### src/rtl/big2_pkg.sv
// Shared definitions for the Big Two turn controller: state encoding and game constants.
package big2_pkg;

    typedef enum logic [2:0] {
        S_IDLE      = 3'd0,
        S_DEAL_REQ  = 3'd1,
        S_DEAL_WAIT = 3'd2,
        S_P_TURN    = 3'd3,
        S_C_TURN    = 3'd4,
        S_OVER      = 3'd5
    } state_t;

    localparam logic [2:0] HAND_SIZE    = 3'd4;
    localparam logic [7:0] DEAL_TIMEOUT = 8'd255;
    localparam logic [1:0] MAX_RETRY    = 2'd3;
    // The player is always dealt this card, so the player always opens.
    localparam logic [5:0] LOW_CARD     = 6'b000011;

endpackage

### src/rtl/big2_deal_watchdog.sv
// Watches the dealer handshake: deal_done rising-edge detect, wait timeout and retry budget.
module big2_deal_watchdog
    import big2_pkg::*;
(
    input  logic clk,
    input  logic restart,
    input  logic deal_done,
    input  logic active,
    input  logic clear,
    input  logic clear_retry,
    output logic done_edge,
    output logic timeout,
    output logic fail
);

    logic       done_prev;
    logic [7:0] wait_cnt;
    logic [1:0] retry_cnt;

    assign done_edge = deal_done & ~done_prev;
    // Timeout fires in the cycle the count sits at its limit; a simultaneous edge wins.
    assign timeout   = active & (wait_cnt == DEAL_TIMEOUT) & ~done_edge;
    assign fail      = timeout & (retry_cnt == (MAX_RETRY - 2'd1));

    always_ff @(posedge clk) begin
        if (restart) begin
            done_prev <= 1'b0;
            wait_cnt  <= 8'd0;
            retry_cnt <= 2'd0;
        end else begin
            done_prev <= deal_done;
            if (clear) begin
                wait_cnt <= 8'd0;
            end else if (active && (wait_cnt != DEAL_TIMEOUT)) begin
                wait_cnt <= wait_cnt + 8'd1;
            end
            if (clear_retry) begin
                retry_cnt <= 2'd0;
            end else if (timeout) begin
                retry_cnt <= retry_cnt + 2'd1;
            end
        end
    end

endmodule

### src/rtl/big2_turn_ctrl.sv
// Two-player Big Two game sequencer: deal handshake, turn ownership, lead tracking and win detect.
module big2_turn_ctrl
    import big2_pkg::*;
(
    input  logic       clka,
    input  logic       restart,
    input  logic       start,
    input  logic [3:0] seed_in,
    input  logic       deal_done,
    input  logic       p_req,
    input  logic       c_req,
    input  logic       p_pass,
    input  logic       c_pass,
    input  logic [2:0] p_num,
    input  logic [2:0] c_num,
    output logic       card_gen,
    output logic [3:0] seed,
    output logic       p_grant,
    output logic       c_grant,
    output logic       lead,
    output logic [2:0] p_left,
    output logic [2:0] c_left,
    output logic       game_over,
    output logic       winner,
    output logic       err,
    output logic       deal_fail,
    output state_t     state
);

    state_t     cur_state, nxt_state;
    logic [3:0] seed_r, nxt_seed;
    logic       lead_r, nxt_lead;
    logic [2:0] p_left_r, nxt_p_left, c_left_r, nxt_c_left;
    logic       winner_r, nxt_winner;
    logic       err_r, nxt_err;
    logic       fail_r, nxt_fail;
    logic       wd_clear, wd_clear_retry;
    logic       done_edge, timeout, wd_fail;
    logic       is_p, mv_req, mv_pass;
    logic [2:0] mv_num, mv_left, new_left;
    state_t     opp_state;

    big2_deal_watchdog u_watchdog (
        .clk         (clka),
        .restart     (restart),
        .deal_done   (deal_done),
        .active      (cur_state == S_DEAL_WAIT),
        .clear       (wd_clear),
        .clear_retry (wd_clear_retry),
        .done_edge   (done_edge),
        .timeout     (timeout),
        .fail        (wd_fail)
    );

    always_ff @(posedge clka) begin
        if (restart) begin
            cur_state <= S_IDLE;
            seed_r    <= 4'd0;
            lead_r    <= 1'b0;
            p_left_r  <= 3'd0;
            c_left_r  <= 3'd0;
            winner_r  <= 1'b0;
            err_r     <= 1'b0;
            fail_r    <= 1'b0;
        end else begin
            cur_state <= nxt_state;
            seed_r    <= nxt_seed;
            lead_r    <= nxt_lead;
            p_left_r  <= nxt_p_left;
            c_left_r  <= nxt_c_left;
            winner_r  <= nxt_winner;
            err_r     <= nxt_err;
            fail_r    <= nxt_fail;
        end
    end

    always_comb begin
        nxt_state      = cur_state;
        nxt_seed       = seed_r;
        nxt_lead       = lead_r;
        nxt_p_left     = p_left_r;
        nxt_c_left     = c_left_r;
        nxt_winner     = winner_r;
        nxt_err        = 1'b0;
        nxt_fail       = fail_r;
        wd_clear       = 1'b0;
        wd_clear_retry = 1'b0;
        // Only the turn owner's inputs are looked at; the other side is ignored.
        is_p      = (cur_state == S_P_TURN);
        mv_req    = is_p ? p_req  : c_req;
        mv_pass   = is_p ? p_pass : c_pass;
        mv_num    = is_p ? p_num  : c_num;
        mv_left   = is_p ? p_left_r : c_left_r;
        opp_state = is_p ? S_C_TURN : S_P_TURN;
        new_left  = mv_left - mv_num;

        case (cur_state)
            S_IDLE, S_OVER: begin
                if (start) begin
                    nxt_seed       = seed_in;
                    nxt_fail       = 1'b0;
                    wd_clear_retry = 1'b1;
                    nxt_state      = S_DEAL_REQ;
                end
            end
            S_DEAL_REQ: begin
                wd_clear  = 1'b1;
                nxt_state = S_DEAL_WAIT;
            end
            S_DEAL_WAIT: begin
                if (done_edge) begin
                    nxt_p_left = HAND_SIZE;
                    nxt_c_left = HAND_SIZE;
                    nxt_lead   = 1'b1;
                    nxt_state  = S_P_TURN;
                end else if (timeout) begin
                    nxt_err = 1'b1;
                    if (wd_fail) begin
                        nxt_fail  = 1'b1;
                        nxt_state = S_IDLE;
                    end else begin
                        nxt_state = S_DEAL_REQ;
                    end
                end
            end
            S_P_TURN, S_C_TURN: begin
                if (mv_req) begin
                    if (mv_pass) begin
                        if (lead_r) begin
                            nxt_err = 1'b1;
                        end else begin
                            nxt_lead  = 1'b1;
                            nxt_state = opp_state;
                        end
                    end else if ((mv_num == 3'd0) || (mv_num > mv_left)) begin
                        nxt_err = 1'b1;
                    end else begin
                        if (is_p) nxt_p_left = new_left;
                        else      nxt_c_left = new_left;
                        nxt_lead = 1'b0;
                        if (new_left == 3'd0) begin
                            nxt_winner = ~is_p;
                            nxt_state  = S_OVER;
                        end else begin
                            nxt_state = opp_state;
                        end
                    end
                end
            end
            default: nxt_state = S_IDLE;
        endcase
    end

    assign card_gen  = (cur_state == S_DEAL_REQ);
    assign p_grant   = (cur_state == S_P_TURN);
    assign c_grant   = (cur_state == S_C_TURN);
    assign game_over = (cur_state == S_OVER);
    assign seed      = seed_r;
    assign lead      = lead_r;
    assign p_left    = p_left_r;
    assign c_left    = c_left_r;
    assign winner    = winner_r;
    assign err       = err_r;
    assign deal_fail = fail_r;
    assign state     = cur_state;

endmodule
### config.mk
export PLATFORM = sky130hd
export DESIGN_NAME = big2_turn_ctrl
export DESIGN_NICKNAME = d
export VERILOG_FILES = /design/src/rtl/big2_pkg.sv /design/src/rtl/big2_deal_watchdog.sv /design/src/rtl/big2_turn_ctrl.sv
export SDC_FILE = /design/constraint.sdc
export NUM_CORES = 1
export LEC_CHECK = 0
export ABC_AREA = 1
export CAP_MARGIN = 40
export CORE_MARGIN = 4
export CORE_UTILIZATION = 40
export CTS_CLUSTER_DIAMETER = 120
export DETAILED_ROUTE_END_ITERATION = 8
export GPL_ROUTABILITY_DRIVEN = 1
export GPL_TIMING_DRIVEN = 0
export PLACE_DENSITY = 0.76
export SYNTH_ARGS = -nofsm -noshare
export SYNTH_HDL_FRONTEND = slang
export SYNTH_SLANG_ARGS = --single-unit
### constraint.sdc
create_clock -name clka -period 3.1 [get_ports clka]
set_input_delay 0.31 -clock clka [delete_from_list [all_inputs] [get_ports clka]]
set_output_delay 0.31 -clock clka [all_outputs]
set_load 0.02 [all_outputs]
==> metrics.cfg, run 1 <==
[floorplan]
pin_count = 39
core-area_um2 = 4140
die_area_um2 = 5570
die_x_um = 74.6
die_h_um = 74.6
num_rows = 23
initial_utilization_pct = 42.8

[detailed_routing]
vias = 1701
wirelength_um = 3970
firstDrtPassIters = 4
avgRoutedWirePerCell_um = 11.1
post-route-drc-count = 0
drt-initial-drc-count = 58
ant_nets = 0
via_per_inst = 4.75

[yosys]
ys_seq_elements = 28
yosysWarnings = 0
synth.cell_area_um2 = 1770
synth_cell_types = 31
yosysSeqAreaShare_pct = 31.6
postSynthAreaPerCell_um2 = 6.67
synth_nets = 290
syn_inst = 266

[sta]
worst_pin_slew_ns = 0.485
maxSlewViolCount = 0
setup_viol = 0
hold_violations = 0
setup_tns_ns = 0
worst_hold_slack_ns = 0.481
finalCritPeriodShare_pct = 86.6
rsz0062_at_grt = no
setup_slack_ns = 0.416
max_freq_ghz = 0.373
finClkSkew_ns = 0.00211
post-route-min-period_ns = 2.68
relSlewSlack_pct = 67.3

[clocking]
cts_tree = yes
worstSkewPairLatency_ns = 0.28
ctsHoldBuffers = 0
htree_levels = 1
cts-root-buf = clkbuf_8
cts.path.max_buffers = 2
cts_made_buffers = 3
cts_setup_buffers = 0
cts.repair.resized = 0
clk_pin_slew_ns = 0.10
cts_sinks = 28

[final_layout]
stdcell_count = 358
n_antenna_cell = 0
finalNetCount = 333
area_growth_pct = 29.0
layout-drive-gt1-share_pct = 12.3
final_cell_mix = 72 x nand2_1, 41 x nor2_1, 38 x clkdlybuf4s50_1, 32 x inv_1, 28 x dfxtp_1
layout_commonest_cell = nand2_1

[power]
p_per_area_nw_per_um2 = 791
p_leak_uw = 0.00104
power_uw = 1810
vdd_drop_max_mv = 0.380

[worst_setup_path]
crit_start = state[2]$_SDFFE_PP0P_
crit_required_ns = 3.29
rr_worst_depth = 15
cp-start-kind = flop
critPathKind = reg -> reg
crit-reg2reg-launch = state[2]$_SDFFE_PP0P_
crit_path_end_kind = flop
r2r_slack_ns = 0.42
crit_fanout = 10
reg2reg_to = state[1]$_SDFFE_PP0P_
cp.arrival_ns = 2.87

[worst_hold_path]
hold_path_depth = 2
hold_path.class = reg -> reg
min_from = deal_fail$_SDFFE_PP0P_
hold-path-endpoint = deal_fail$_SDFFE_PP0P_

[placed_design]
gp_congestion = 0.817
dp_slack_ns = 0.466
io_buffers = 38
placedCellCount = 354
dp_hpwl_um = 3080

[job]
drv_cap = 0

[global_route]
grt-ovfl-total = 0
grt_max_degree = 17
gr-usage-all-layers_pct = 15.2
antenna_found_initial = 0
grt_pass1_wl_um = 6640
grt_pass1_vias = 1516

[outcome]
status = finished clean

[where the power goes]
group          leakage, µW  switching (µW)  total (µW)  internal (µW)
combinational     0.000771             597        1010            411
clock            0.0000357             119         292            173
sequential        0.000229            71.8         509            437
total              0.00104             789        1810           1020
[synth_stat cells]
| library cell | count | share of area [%] |
|---|---|---|
| nand2_1 | 72 | 15 |
| nor2_1 | 41 | 8.7 |
| inv_1 | 32 | 6.8 |
| dfxtp_1 | 28 | 32 |
| a21oi_1 | 20 | 5.6 |
| nand3_1 | 17 | 4.8 |
| nand2_2 | 8 | 2.8 |
| o21ai_0 | 7 | 2.0 |
| inv_2 | 6 | 1.3 |
| ha_1 | 5 | 3.5 |
| nand2_4 | 3 | 1.9 |
| nand3_2 | 3 | 1.7 |
| nor2_2 | 3 | 1.1 |
| nand3_4 | 2 | 2.0 |
| nor3_1 | 2 | 0.56 |
| nor3_4 | 2 | 1.8 |
| a21boi_0 | 1 | 0.42 |
| buf_12 | 1 | 1.1 |
| buf_4 | 1 | 0.42 |
| buf_6 | 1 | 0.63 |
| fa_1 | 1 | 1.1 |
| inv_4 | 1 | 0.35 |
| mux2i_1 | 1 | 0.56 |
| nand2_8 | 1 | 1.1 |
| nand3b_1 | 1 | 0.42 |
| nor2_4 | 1 | 0.63 |
| o211ai_1 | 1 | 0.42 |
| o21ai_1 | 1 | 0.28 |
| o21bai_1 | 1 | 0.42 |
| or2_0 | 1 | 0.35 |
| or2_2 | 1 | 0.35 |
[critical path: stages, from the launching register on]
cell,delay [ns]
dfxtp_1,0.56
inv_4,0.09
nand3_4,0.09
buf_12,0.15
mux2i_1,0.23
ha_1,0.18
inv_1,0.06
fa_1,0.48
nor2_1,0.13
nand3_1,0.14
nand2_1,0.11
nand2_1,0.05
a21oi_1,0.12
nand3_1,0.08
nand2_1,0.06
nor2_1,0.04
[logic make-up after synthesis]
family	after synthesis	synth area share [%]
AO/OA/AOI/OAI	31	9.17
adder cells (fa/ha/maj)	6	4.65
flip-flops	28	31.6
AND/OR/NAND/NOR	158	43.4
buffers and inverters	42	10.6
multiplexers	1	0.564
[registers in the layout (all words and copies together) (netlist names)]
signal	cells
u_watchdog.wait_cnt	8
u_watchdog.retry_cnt	2
lead	1
seed	4
u_watchdog.done_prev	1
state	3
p_left	3
winner	1
deal_fail	1
c_left	3
err	1
[final cells by class]
cell class              count  area (µm²)
multi-input cells         196        1030
clock inverters             1        30.0
clock buffers               3        41.3
fillers                   429        1860
flip-flops and latches     28         561
repair buffers             38         380
inverters                  39         149
plain buffers               3        38.8
well taps                  50        62.6
[how the worst max path moves through the flow]
stage	end	slack, ns	cells past startpoint
after floorplan	state[1]$_SDFFE_PP0P_	0.55	16
after global placement	state[1]$_SDFFE_PP0P_	0.50	15
after detailed placement	state[1]$_SDFFE_PP0P_	0.47	16
after CTS	state[1]$_SDFFE_PP0P_	0.43	16
after global routing	state[1]$_SDFFE_PP0P_	0.17	16
final	state[1]$_SDFFE_PP0P_	0.42	15
[through the flow]
step	util, %	area, µm²
finish	55.2	2290
global route	55.2	2290
CTS	55.2	2290
detailed placement	53.5	2220
global placement	53.5	2220
floorplan	-	1770
[layer usage]
| metal | up-vias | global-route usage [%] | routed length [µm] |
|---|---|---|---|
| met5 | - | 0 | 0 |
| met4 | 0 | 4.74 | 53 |
| met3 | 4 | 2.16 | 198 |
| met2 | 38 | 24.0 | 1780 |
| met1 | 744 | 21.4 | 1940 |
| li1 | 915 | - | - |
Power figures use the tool's default switching activity.
==> run 2: changes to the inputs <==
--- a/config.mk
+++ b/config.mk
@@ -14,6 +14,7 @@
 export GPL_ROUTABILITY_DRIVEN = 1
 export GPL_TIMING_DRIVEN = 0
 export PLACE_DENSITY = 0.76
+export RECOVER_POWER = 50
 export SYNTH_ARGS = -nofsm -noshare
 export SYNTH_HDL_FRONTEND = slang
 export SYNTH_SLANG_ARGS = --single-unit
==> run 2 against run 1 <==
Net effect: routed wire length decreased by 0.43%; die area did not move; sequential power is essentially flat; sequential share of layout area up 0.15 points; largest power group unchanged.
==> metrics.cfg, run 2 (synthesis results as in run 1) <==
[sta]
hold_violations = 0
relSlewSlack_pct = 66.2
finalCritPeriodShare_pct = 86.6
post-route-min-period_ns = 2.68
max_freq_ghz = 0.373
setup_slack_ns = 0.417
setup_tns_ns = 0
finClkSkew_ns = 0.00193
setup_viol = 0
maxSlewViolCount = 0
rsz0062_at_grt = no
worst_pin_slew_ns = 0.501

[detailed_routing]
wl_met2_um = 1780
post-route-drc-count = 0
dr_wl_met3_um = 195
vias = 1705
m1WireLength_um = 1930
wirelength_um = 3960
firstDrtPassIters = 4
drt-initial-drc-count = 73
top_layer_used = met4
ant_nets = 0
via_per_inst = 4.76
avgRoutedWirePerCell_um = 11.0

[job]
drv_cap = 0

[final_layout]
regArea_um2 = 561
fillers = 432
top_register = u_watchdog.wait_cnt
layout-drive-gt1-share_pct = 11.0
final_cell_mix = 73 x nand2_1, 41 x nor2_1, 34 x inv_1, 28 x dfxtp_1, 21 x clkdlybuf4s50_1
finalNetCount = 333
stdcell_count = 358
multi_input_area_um2 = 1010
layout_commonest_cell = nand2_1
area_growth_pct = 28.2
fin_area_um2 = 2270
n_antenna_cell = 0
largest_reg_flops = 8

[placed_design]
dp_hpwl_um = 3080
placed_cell_area_um2 = 2220
placedCellCount = 354
gp_congestion = 0.817
io_buffers = 38
dp_slack_ns = 0.466

[worst_setup_path]
crit_fanout = 10
cp.arrival_ns = 2.87
slowest_stage = dfxtp_1
cp_common_cell = nand2_1
critPathKind = reg -> reg
crit_path_end_kind = flop
reg2reg_to = state[1]$_SDFFE_PP0P_
cp_top_family = simple AND/OR/NAND/NOR gates
r2r_slack_ns = 0.42
rr_worst_depth = 15
cp-start-kind = flop
crit_buf_inv = 3
crit-reg2reg-launch = state[2]$_SDFFE_PP0P_
crit_required_ns = 3.29
max_stage_delay_ns = 0.56
crit_path_cell_trace = inv_4 -> nand3_4 -> buf_12 -> mux2i_1 -> ha_1 -> inv_1 -> fa_1 -> nor2_1 -> nand3_1 -> nand2_1 -> nand2_1 -> a21oi_1 -> nand3_1 -> nand2_1 -> nor2_1

[floorplan]
pin_count = 39
die_area_um2 = 5570
die_x_um = 74.6
initial_utilization_pct = 42.8
num_rows = 23
die_h_um = 74.6
core-area_um2 = 4140

[global_route]
grt_pass1_wl_um = 6640
grt_max_degree = 17
gr-usage-all-layers_pct = 15.2
grt_pass1_vias = 1516
antenna_found_initial = 0
grt-ovfl-total = 0

[worst_hold_path]
hold_path_depth = 2
hold-path-endpoint = deal_fail$_SDFFE_PP0P_
hold_path.class = reg -> reg
min_from = deal_fail$_SDFFE_PP0P_

[power]
p_leak_uw = 0.00107
power_uw = 1780
vdd_drop_max_mv = 0.371
p_per_area_nw_per_um2 = 782

[clocking]
ctsHoldBuffers = 0
worstSkewPairLatency_ns = 0.28
cts_tree = yes
cts_sinks = 28
cts_made_buffers = 3
clk_pin_slew_ns = 0.10
htree_levels = 1
cts_setup_buffers = 0
cts.repair.resized = 0
cts-root-buf = clkbuf_8
cts.path.max_buffers = 2

[outcome]
status = finished clean

run 2: cell count changes in the layout (fill, tap and decap cells not counted), sizes merged:
cell and change:
dlygate4sd3 +17, clkdlybuf4s50 -17
run 2: per-stage QoR:
stage	util [%]	hold slack, ns
finish	54.9	0.480
global route	54.9	0.511
CTS	55.2	0.484
detailed placement	53.5	0.467
global placement	53.5	0.460
floorplan	-	0.379
run 2: area by class of cell:
type	instances	share of cell area, %
sequential	28	24.6
buffer	3	1.71
multi-input combinational	196	44.5
tap	50	2.75
clock inverter	1	1.32
clock buffer	3	1.82
inverter	39	6.55
timing repair buffer	38	16.7
run 2: worst max path at each step:
| stage | startpoint | to | slack (ns) | cells past startpoint |
|---|---|---|---|---|
| after floorplan | state[1]$_SDFFE_PP0P_ | state[1]$_SDFFE_PP0P_ | 0.55 | 16 |
| after global placement | state[2]$_SDFFE_PP0P_ | state[1]$_SDFFE_PP0P_ | 0.50 | 15 |
| after detailed placement | state[1]$_SDFFE_PP0P_ | state[1]$_SDFFE_PP0P_ | 0.47 | 16 |
| after CTS | state[1]$_SDFFE_PP0P_ | state[1]$_SDFFE_PP0P_ | 0.43 | 16 |
| after global routing | state[0]$_SDFFE_PP0P_ | state[1]$_SDFFE_PP0P_ | 0.18 | 16 |
| final | state[2]$_SDFFE_PP0P_ | state[1]$_SDFFE_PP0P_ | 0.42 | 15 |
run 2: power by group:
group          total (µW)  switching (µW)  internal, µW
combinational         979             593           386
sequential            506            68.7           437
clock                 294             121           173
run 2: per-layer routing:
layer  GRT usage (%)  vias up
met2            24.0       37
met1            21.4      749
met4            4.74        0
met3            2.16        4
met5               0        -
li1                -      915
run 2: tightest hold or removal path: cells and delay by family (launching register included):
kind / cells / cell delay [ns]
DFF: 1 / 0.33
AOI/OAI and AO/OA: 1 / 0.06
buffers and inverters: 1 / 0.05
